### src/rtl/dla_noc_packetizer_pkg.sv
// Shared types and sizes for the DLA NoC injection packetizer.
package dla_noc_packetizer_pkg;

  localparam int DEST_ADDR_SIZE_X = 4;
  localparam int DEST_ADDR_SIZE_Y = 4;
  localparam int DEST_ADDR_SIZE_L = 2;
  // Grant payload is {x, y, dla[1:0]}
  localparam int GRANT_PL_SIZE    = DEST_ADDR_SIZE_X + DEST_ADDR_SIZE_Y + 2;
  // Grant field sits directly above the destination fields in a head payload
  localparam int HEAD_GRANT_OFS   = DEST_ADDR_SIZE_L + DEST_ADDR_SIZE_Y + DEST_ADDR_SIZE_X;

  localparam int FLIT_LABEL_SIZE  = 2;
  localparam int FLIT_DATA_SIZE   = 32;
  localparam int FLIT_TOTAL_SIZE  = FLIT_LABEL_SIZE + FLIT_DATA_SIZE;

  typedef enum logic [FLIT_LABEL_SIZE-1:0] {
    HEAD     = 2'd0,
    BODY     = 2'd1,
    TAIL     = 2'd2,
    HEADTAIL = 2'd3
  } flit_label_t;

  typedef enum logic [1:0] {
    IDLE = 2'd0,
    HT   = 2'd1,
    HD   = 2'd2,
    BD   = 2'd3
  } pkt_state_t;

endpackage

### src/rtl/dla_noc_packetizer_if.sv
// Request / data / injection-FIFO bundle of the DLA NoC packetizer.
// slave = packetizer side, master = DLA source plus FIFO side.
interface dla_noc_packetizer_if #(
  parameter int LEN_W = $clog2(256 + 1)
);
  import dla_noc_packetizer_pkg::*;

  logic                        req_vld;
  logic                        req_rdy;
  logic [DEST_ADDR_SIZE_X-1:0] req_dest_x;
  logic [DEST_ADDR_SIZE_Y-1:0] req_dest_y;
  logic [DEST_ADDR_SIZE_L-1:0] req_dest_l;
  logic [LEN_W-1:0]            req_len;
  logic [GRANT_PL_SIZE-1:0]    req_grant_pl;
  logic                        dat_vld;
  logic                        dat_rdy;
  logic [FLIT_DATA_SIZE-1:0]   dat_data;
  logic                        noc_wrbuf_full;
  logic                        noc_wrbuf_wen;
  logic [FLIT_TOTAL_SIZE-1:0]  noc_wrbuf_wdata;
  logic                        busy;
  logic [31:0]                 pkt_cnt;
  logic [31:0]                 flit_cnt;

  modport slave (
    input  req_vld, req_dest_x, req_dest_y, req_dest_l, req_len, req_grant_pl,
    input  dat_vld, dat_data, noc_wrbuf_full,
    output req_rdy, dat_rdy, noc_wrbuf_wen, noc_wrbuf_wdata, busy, pkt_cnt, flit_cnt
  );

  modport master (
    output req_vld, req_dest_x, req_dest_y, req_dest_l, req_len, req_grant_pl,
    output dat_vld, dat_data, noc_wrbuf_full,
    input  req_rdy, dat_rdy, noc_wrbuf_wen, noc_wrbuf_wdata, busy, pkt_cnt, flit_cnt
  );

endinterface

### src/rtl/dla_noc_packetizer.sv
// DLA NoC packetizer: turns one request (dest + beat count) plus a beat
// stream into labelled flits for the injection FIFO write port.
// Optional packet/flit counters are built only with DLA_PKT_STATS_EN.
module dla_noc_packetizer
  import dla_noc_packetizer_pkg::*;
#(
  parameter int MAX_BEATS = 256,
  parameter int LEN_W     = $clog2(MAX_BEATS + 1)
) (
  input logic                 clk_dla,
  input logic                 rst_dla,
  dla_noc_packetizer_if.slave bus
);

  pkt_state_t                  state_q, state_d;
  logic [DEST_ADDR_SIZE_X-1:0] dest_x_q, dest_x_d;
  logic [DEST_ADDR_SIZE_Y-1:0] dest_y_q, dest_y_d;
  logic [DEST_ADDR_SIZE_L-1:0] dest_l_q, dest_l_d;
  logic [GRANT_PL_SIZE-1:0]    grant_q, grant_d;
  logic [LEN_W-1:0]            remaining_q, remaining_d;

  logic [LEN_W-1:0]            len_clamped;
  logic [FLIT_DATA_SIZE-1:0]   head_pl;
  logic [FLIT_DATA_SIZE-1:0]   grant_pl;
  flit_label_t                 body_lbl;
  logic                        req_rdy, dat_rdy, wen;
  logic [FLIT_TOTAL_SIZE-1:0]  wdata;

  // Oversized requests are cut to MAX_BEATS; the source drops the leftovers.
  assign len_clamped = (bus.req_len > LEN_W'(MAX_BEATS)) ? LEN_W'(MAX_BEATS) : bus.req_len;

  // Head payload fields; only HEADTAIL flits carry the grant field.
  always_comb begin
    head_pl                                       = '0;
    head_pl[0 +: DEST_ADDR_SIZE_L]                = dest_l_q;
    head_pl[DEST_ADDR_SIZE_L +: DEST_ADDR_SIZE_Y] = dest_y_q;
    head_pl[DEST_ADDR_SIZE_L + DEST_ADDR_SIZE_Y +: DEST_ADDR_SIZE_X] = dest_x_q;
    grant_pl                                      = '0;
    grant_pl[HEAD_GRANT_OFS +: GRANT_PL_SIZE]     = grant_q;
    body_lbl = (remaining_q == LEN_W'(1)) ? TAIL : BODY;
  end

  // Next state, handshakes and the combinational FIFO write port.
  always_comb begin
    state_d     = state_q;
    dest_x_d    = dest_x_q;
    dest_y_d    = dest_y_q;
    dest_l_d    = dest_l_q;
    grant_d     = grant_q;
    remaining_d = remaining_q;
    req_rdy     = 1'b0;
    dat_rdy     = 1'b0;
    wen         = 1'b0;
    wdata       = '0;
    case (state_q)
      IDLE: begin
        req_rdy = 1'b1;
        if (bus.req_vld) begin
          dest_x_d    = bus.req_dest_x;
          dest_y_d    = bus.req_dest_y;
          dest_l_d    = bus.req_dest_l;
          grant_d     = bus.req_grant_pl;
          remaining_d = len_clamped;
          state_d     = (len_clamped == '0) ? HT : HD;
        end
      end
      HT: begin
        if (!bus.noc_wrbuf_full) begin
          wen     = 1'b1;
          wdata   = {HEADTAIL, head_pl | grant_pl};
          state_d = IDLE;
        end
      end
      HD: begin
        if (!bus.noc_wrbuf_full) begin
          wen     = 1'b1;
          wdata   = {HEAD, head_pl};
          state_d = BD;
        end
      end
      BD: begin
        dat_rdy = !bus.noc_wrbuf_full;
        if (bus.dat_vld && !bus.noc_wrbuf_full) begin
          wen         = 1'b1;
          wdata       = {body_lbl, bus.dat_data};
          remaining_d = remaining_q - LEN_W'(1);
          if (body_lbl == TAIL) state_d = IDLE;
        end
      end
      default: state_d = IDLE;
    endcase
  end

  // FSM and packet context registers.
  always_ff @(posedge clk_dla or posedge rst_dla) begin
    if (rst_dla) begin
      state_q     <= IDLE;
      dest_x_q    <= '0;
      dest_y_q    <= '0;
      dest_l_q    <= '0;
      grant_q     <= '0;
      remaining_q <= '0;
    end else begin
      state_q     <= state_d;
      dest_x_q    <= dest_x_d;
      dest_y_q    <= dest_y_d;
      dest_l_q    <= dest_l_d;
      grant_q     <= grant_d;
      remaining_q <= remaining_d;
    end
  end

  assign bus.req_rdy         = req_rdy;
  assign bus.dat_rdy         = dat_rdy;
  assign bus.noc_wrbuf_wen   = wen;
  assign bus.noc_wrbuf_wdata = wdata;
  assign bus.busy            = (state_q != IDLE);

`ifdef DLA_PKT_STATS_EN
  logic [31:0] pkt_cnt_q, pkt_cnt_d, flit_cnt_q, flit_cnt_d;
  logic        pkt_end;

  // A packet ends on a HEADTAIL write or a TAIL write.
  assign pkt_end = wen && ((state_q == HT) || (body_lbl == TAIL && state_q == BD));

  // Free-running counters, wrap modulo 2^32.
  always_comb begin
    flit_cnt_d = flit_cnt_q + (wen ? 32'd1 : 32'd0);
    pkt_cnt_d  = pkt_cnt_q + (pkt_end ? 32'd1 : 32'd0);
  end

  // Counter registers.
  always_ff @(posedge clk_dla or posedge rst_dla) begin
    if (rst_dla) begin
      pkt_cnt_q  <= '0;
      flit_cnt_q <= '0;
    end else begin
      pkt_cnt_q  <= pkt_cnt_d;
      flit_cnt_q <= flit_cnt_d;
    end
  end

  assign bus.pkt_cnt  = pkt_cnt_q;
  assign bus.flit_cnt = flit_cnt_q;
`else
  assign bus.pkt_cnt  = '0;
  assign bus.flit_cnt = '0;
`endif

endmodule

### src/flat_wrapper.sv
// flat-port wrapper written by rule: the top's interface ports become plain ports
module dla_noc_packetizer_flat import dla_noc_packetizer_pkg::*;
#(
  parameter int MAX_BEATS = 256,
  parameter int LEN_W     = $clog2(MAX_BEATS + 1)
)
  (clk_dla, rst_dla, bus_req_vld, bus_req_dest_x, bus_req_dest_y, bus_req_dest_l, bus_req_len, bus_req_grant_pl, bus_dat_vld, bus_dat_data, bus_noc_wrbuf_full, bus_req_rdy, bus_dat_rdy, bus_noc_wrbuf_wen, bus_noc_wrbuf_wdata, bus_busy, bus_pkt_cnt, bus_flit_cnt);
  dla_noc_packetizer_if #(.LEN_W(LEN_W)) bus_i ();
  input logic clk_dla;
  input logic rst_dla;
  input wire logic [$bits(bus_i.req_vld)-1:0] bus_req_vld;
  input wire logic [$bits(bus_i.req_dest_x)-1:0] bus_req_dest_x;
  input wire logic [$bits(bus_i.req_dest_y)-1:0] bus_req_dest_y;
  input wire logic [$bits(bus_i.req_dest_l)-1:0] bus_req_dest_l;
  input wire logic [$bits(bus_i.req_len)-1:0] bus_req_len;
  input wire logic [$bits(bus_i.req_grant_pl)-1:0] bus_req_grant_pl;
  input wire logic [$bits(bus_i.dat_vld)-1:0] bus_dat_vld;
  input wire logic [$bits(bus_i.dat_data)-1:0] bus_dat_data;
  input wire logic [$bits(bus_i.noc_wrbuf_full)-1:0] bus_noc_wrbuf_full;
  output wire logic [$bits(bus_i.req_rdy)-1:0] bus_req_rdy;
  output wire logic [$bits(bus_i.dat_rdy)-1:0] bus_dat_rdy;
  output wire logic [$bits(bus_i.noc_wrbuf_wen)-1:0] bus_noc_wrbuf_wen;
  output wire logic [$bits(bus_i.noc_wrbuf_wdata)-1:0] bus_noc_wrbuf_wdata;
  output wire logic [$bits(bus_i.busy)-1:0] bus_busy;
  output wire logic [$bits(bus_i.pkt_cnt)-1:0] bus_pkt_cnt;
  output wire logic [$bits(bus_i.flit_cnt)-1:0] bus_flit_cnt;
  assign bus_i.req_vld = bus_req_vld;
  assign bus_i.req_dest_x = bus_req_dest_x;
  assign bus_i.req_dest_y = bus_req_dest_y;
  assign bus_i.req_dest_l = bus_req_dest_l;
  assign bus_i.req_len = bus_req_len;
  assign bus_i.req_grant_pl = bus_req_grant_pl;
  assign bus_i.dat_vld = bus_dat_vld;
  assign bus_i.dat_data = bus_dat_data;
  assign bus_i.noc_wrbuf_full = bus_noc_wrbuf_full;
  assign bus_req_rdy = bus_i.req_rdy;
  assign bus_dat_rdy = bus_i.dat_rdy;
  assign bus_noc_wrbuf_wen = bus_i.noc_wrbuf_wen;
  assign bus_noc_wrbuf_wdata = bus_i.noc_wrbuf_wdata;
  assign bus_busy = bus_i.busy;
  assign bus_pkt_cnt = bus_i.pkt_cnt;
  assign bus_flit_cnt = bus_i.flit_cnt;
  dla_noc_packetizer #(.MAX_BEATS(MAX_BEATS), .LEN_W(LEN_W)) u_core (.clk_dla(clk_dla), .rst_dla(rst_dla), .bus(bus_i));
endmodule
### config.mk
export PLATFORM = sky130hd
export DESIGN_NAME = dla_noc_packetizer_flat
export DESIGN_NICKNAME = d
export VERILOG_FILES = /design/src/rtl/dla_noc_packetizer_pkg.sv /design/src/rtl/dla_noc_packetizer_if.sv /design/src/rtl/dla_noc_packetizer.sv /design/src/flat_wrapper.sv
export SDC_FILE = /design/constraint.sdc
export NUM_CORES = 1
export LEC_CHECK = 0
export ABC_AREA = 1
export CORE_MARGIN = 2
export CORE_UTILIZATION = 30
export CTS_BUF_LIST = sky130_fd_sc_hd__clkbuf_16
export DETAILED_ROUTE_END_ITERATION = 6
export PLACE_DENSITY = 0.7
export SKIP_CTS_REPAIR_TIMING = 1
export SLEW_MARGIN = 20
export SYNTH_ARGS = -nofsm -noshare
export SYNTH_HDL_FRONTEND = slang
export SYNTH_SLANG_ARGS = --single-unit
### constraint.sdc
create_clock -name clk_dla -period 1.8 [get_ports clk_dla]
set_clock_uncertainty 0.05 [all_clocks]
set_input_delay 0.36 -clock clk_dla [delete_from_list [all_inputs] [get_ports clk_dla]]
set_output_delay 0.36 -clock clk_dla [all_outputs]
set_load 0.005 [all_outputs]
After elaboration in Yosys (flattened, before gate mapping)
Index checks and enable logic that the tools add are counted.
{"block": "word_totals", "reg_bits": 31, "latchBits": 0, "ram_bits": 0, "mem_bits_ro": 0, "output_inout_bits": 102, "elab_cells": 50, "mem_count": 0}
{"block": "classes", "add_sub_neg": 1, "multipliers": 0, "n_div": 0, "n_lt_le_gt_ge": 1, "n_eq_ne": 10, "shifts": 0, "mux": 21, "n_bitwise": 1, "n_reduce_logical": 10}
{"op": "$pmux W34 S3", "n": 1}
{"op": "$mux W34", "n": 2}
{"op": "$mux W9", "n": 3}
{"op": "$or A10 B20 Y20", "n": 1}
{"op": "$pmux W9 S2", "n": 1}
{"op": "$mux W2", "n": 7}
{"op": "$mux W10", "n": 1}
{"op": "$eq A9 B1 Y1 const B", "n": 1}
{"op": "$gt A9 B9 Y1 const B", "n": 1}
{"op": "$logic_not A9 Y1", "n": 1}
{"op": "$sub A9 B1 Y9 const B", "n": 1}
{"op": "$pmux W2 S4", "n": 1}
{"op": "$eq A2 B2 Y1 const B", "n": 3}
{"op": "$ne A2 B2 Y1 const B", "n": 3}
{"op": "$reduce_and A5 Y1", "n": 1}
{"op": "$mux W1", "n": 4}
{"op": "$ne A2 B1 Y1 const B", "n": 2}
{"op": "$reduce_bool A2 Y1", "n": 2}
{"op": "$reduce_and A3 Y1", "n": 1}
{"op": "$eq A2 B1 Y1 const B", "n": 1}
{"op": "$logic_not A2 Y1", "n": 1}
{"op": "$pmux W1 S2", "n": 1}
{"op": "$reduce_and A2 Y1", "n": 1}
{"op": "$reduce_or A2 Y1", "n": 1}
{"op": "2 further kinds", "n": 2}

Depth between registers and ports, before layout
{"block": "depth", "word_depth": 6, "depth_mapped": 10, "ltp_nobuf": 10}

Least setup slack after synthesis
Ideal clock, no wire load.
{"block": "synth_timing", "path_type": "reg-to-output", "from": "register u_core.state_q[0]", "to": "output port bus_noc_wrbuf_wdata[0]", "arrival_ps": 1349, "t_required_ps": 1390, "setup_slack_ps": 41, "path_stages_with_launch": 7, "cell_sequence": "dfrtp_1 -> inv_1 -> ha_1 -> inv_1 -> clkbuf_1 -> nand2_1 -> o22ai_2"}
{"block": "synth_between", "elab_chain_len": 2}
{"element": "from (decl)", "line_no": "dla_noc_packetizer.sv:15", "text": "pkt_state_t state_q, state_d;"}
{"element": "from (signal assigned)", "line_no": "dla_noc_packetizer.sv:104", "text": "state_q <= state_d;"}
{"element": "$eq A2 B2 Y1 / $eq A2 B1 Y1 (equally long branches)", "line_no": "dla_noc_packetizer.sv:55", "text": "case (state_q)"}
{"element": "$pmux W34 S3 *", "line_no": "dla_noc_packetizer.sv:55"}
{"element": "to (decl)", "line_no": "flat_wrapper.sv:23", "text": "output wire logic [$bits(bus_i.noc_wrbuf_wdata)-1:0] bus_noc_wrbuf_wdata;"}
Every way passes the cells marked *; elsewhere a longest branch is shown, timed or not.

Worst setup path after layout
{"block": "layout_timing", "from": "register u_core.state_q[1]", "to": "output port bus_noc_wrbuf_wdata[4]"}
The elaborated chain is that of the path after synthesis.

==> reports/metrics.cfg <==
[worst_setup_path]
path_cells=inv_2 > ha_4 > inv_4 > buf_4 > nand3_4 > clkbuf_16 > buf_8 > buf_6 > o22ai_2 > clkbuf_2
path_depth=10
startpoint=u_core.state_q[1]
r2r_slack_ns=0.02
crit_arrival_ns=1.94
critPathLaunchType=flip-flop
worst_path_largest_cell_delay_ns=0.41
r2r_end=u_core.remaining_q[6]
endpoint=bus_noc_wrbuf_wdata[4]
timing.rr.start=u_core.state_q[1]
path_delay_family=buffers and inverters
worstPathRequired_ns=1.39
end_kind=output port
reg2reg_depth=10
worstSetupPathType=reg2out
cp_slowest_cell=dfrtp_2
crit_buf_inv=7
path_max_fanout=5

[pwr]
p_comb_share_pct=62.5
totalPowerFinal_uw=5254
leakage_uw=0.002408
p_int_uw=3133
p_switching_uw=2121
p_seq_share_pct=22.7
switching_share_pct=40.37
ir_drop_uv=732.9
p_per_area_nw_per_um2=1201
power.share.clock_pct=14.7

[job]
maxCapViolations=0

[synthesis]
synth_edf_count=0
synthArstFlopShare_pct=100.0
synth_cell_types=28
synthFlopType=dfrtp_1
ys_ff_latch=31
synth-seq-area-share_pct=28.62
avgSynthCellArea_um2=7.132
netlist_area_um2=2710
synth_warnings=0
syn_inst=380

[min_path]
worstHoldStart=u_core.remaining_q[7]
min_path_type=reg2reg

[timing]
hold_viol=0
rsz0062_at_grt=true
hold_ws_ns=0.4297
maxSlewViolCount=0
post-route-min-period_ns=2.354
setup_ws_ns=-0.5539
max_freq_ghz=0.4248
setup_viol=35
post-route-period-util_pct=130.8

[routing]
first_pass_iters=4
drc=0
vias=2777
viasPerCell=4.299
drt_iter0_markers=75
postRouteWirelength_um=7951
wl_per_cell_um=12.31
ant_nets=0

[final_layout]
drive_gt1_share_pct=28.62
layout_commonest_cell=nand2_1
areaGrowthSynthToFinish_pct=61.45
final_cell_mix=82 x nand2_1, 64 x conb_1, 64 x clkdlybuf4s50_1, 51 x inv_1, 39 x nor2_1
nets=611
diodes=0

[run_status]
status=complete, but fails checks
violations=negative setup slack

[place]
routabilityCongestion=0.7989
io_buffers=103
hpwl_um=5634

[clock_network]
clock_sinks=31
clk_pin_slew_ns=0.05
clockBufferDepth=2
clock_latency_ns=0.27
cts_tree=done
numCtsBuffers=5
h-tree-depth=2
clockRootBuffer=clkbuf_16

[grt]
grt_pass1_vias=2585
grt_start_max_net_pins=32
grt_pass1_wl_um=11170
groute.usage.overall_pct=13.88
antenna_found_initial=0
grt-ovfl-total=0

[floorplan]
rows=34
die_height_um=99.05
io_pins=168
core_um2=8721
die_w_um=99.05
start_util_pct=31.08
dieArea_um2=9810

==> routing by layer <==
metal	GRT usage, %	wire (um)	up-vias
li1	-	-	1370
met1	15.07	2999	1289
met2	26.82	4389	112
met3	2.411	490	6
met4	4.636	72	0
met5	0	0	-
==> worst min-delay path by stage <==
stage	to	slack (ns)	cells past startpoint
4_1_cts	u_core.remaining_q[7]	0.44	2
3_3_place_gp	u_core.remaining_q[7]	0.42	2
5_1_grt	u_core.dest_l_q[1]	0.47	1
6_report	u_core.remaining_q[7]	0.43	2
2_1_floorplan	u_core.remaining_q[7]	0.40	2
3_5_place_dp	u_core.remaining_q[7]	0.42	2
==> final cells by class <==
| cell class | instances | area (um^2) |
|---|---|---|
| clock buffer | 5 | 125.1 |
| clock inverter | 2 | 8.758 |
| fill | 827 | 4345 |
| inverter | 57 | 224.0 |
| multi-input combinational | 282 | 1604 |
| sequential | 31 | 777.0 |
| tap | 108 | 135.1 |
| timing repair buffer | 160 | 1496 |
| timing repair inverter | 1 | 5.005 |
==> Yosys cell counts (2+ instances only) <==
cell type   n  area (um^2)
a21oi_1    15        75.07
buf_2       5        25.02
buf_4      64        480.5
buf_6       2        22.52
clkbuf_1    3        11.26
dfrtp_1    31        775.7
ha_1        7        87.58
inv_1      54        202.7
inv_2       2        7.510
mux2_2     10        112.6
nand2_1    84        315.3
nand2_2     3        18.77
nand3_1     9        45.04
nor2_1     48        180.2
o21ai_0    11        55.05
o21ai_1     2        10.01
o22ai_1    11        68.82
o22ai_2     9        112.6
==> flip-flops by register name, indices dropped and copies added (netlist names) <==
register            flops
u_core.grant_q         10
u_core.remaining_q      9
u_core.dest_x_q         4
u_core.dest_y_q         4
u_core.dest_l_q         2
u_core.state_q          2
==> power by group through the flow <==
stage / sequential [uW] / clock, uW / combinational (uW)
6_report: 1190 / 774 / 3290
2_1_floorplan: 1170 / 0 / 1750
5_1_grt: 1240 / 823 / 3650
3_3_place_gp: 1180 / 0 / 2820
3_5_place_dp: 1200 / 0 / 2900
4_1_cts: 1190 / 801 / 2910
==> worst min-delay path, cell delays in order, from the launching register on <==
cell and delay (ns):
dfrtp_1 0.34, nand2_1 0.05, nand2_1 0.05
==> metrics by stage <==
step	setup slack, ns	util (%)	cells	instance area [um^2]	setup TNS (ns)
after floorplan	0.04060	-	443	2947	0
after global placement	-0.5914	44.07	611	3844	-19.48
after detailed placement	-0.6327	44.07	611	3844	-20.48
after CTS	-0.7662	45.61	618	3978	-25.35
after global routing	-0.6342	50.17	646	4375	-16.30
final	-0.5539	50.17	646	4375	-13.16
==> kinds of logic (layout without fill, tap and decap cells) <==
family	after synthesis	after routing	share of synthesized area (%)
flip-flops	31	31	28.62
AND/OR/NAND/NOR	151	152	23.78
adder cells (fa/ha/maj)	7	7	3.232
multiplexers	10	10	4.155
buffers and inverters	131	225	27.89
AO/OA/AOI/OAI	49	49	12.19
other	1	64	0.1384
Note: power is estimated with default switching activity, not from simulation.
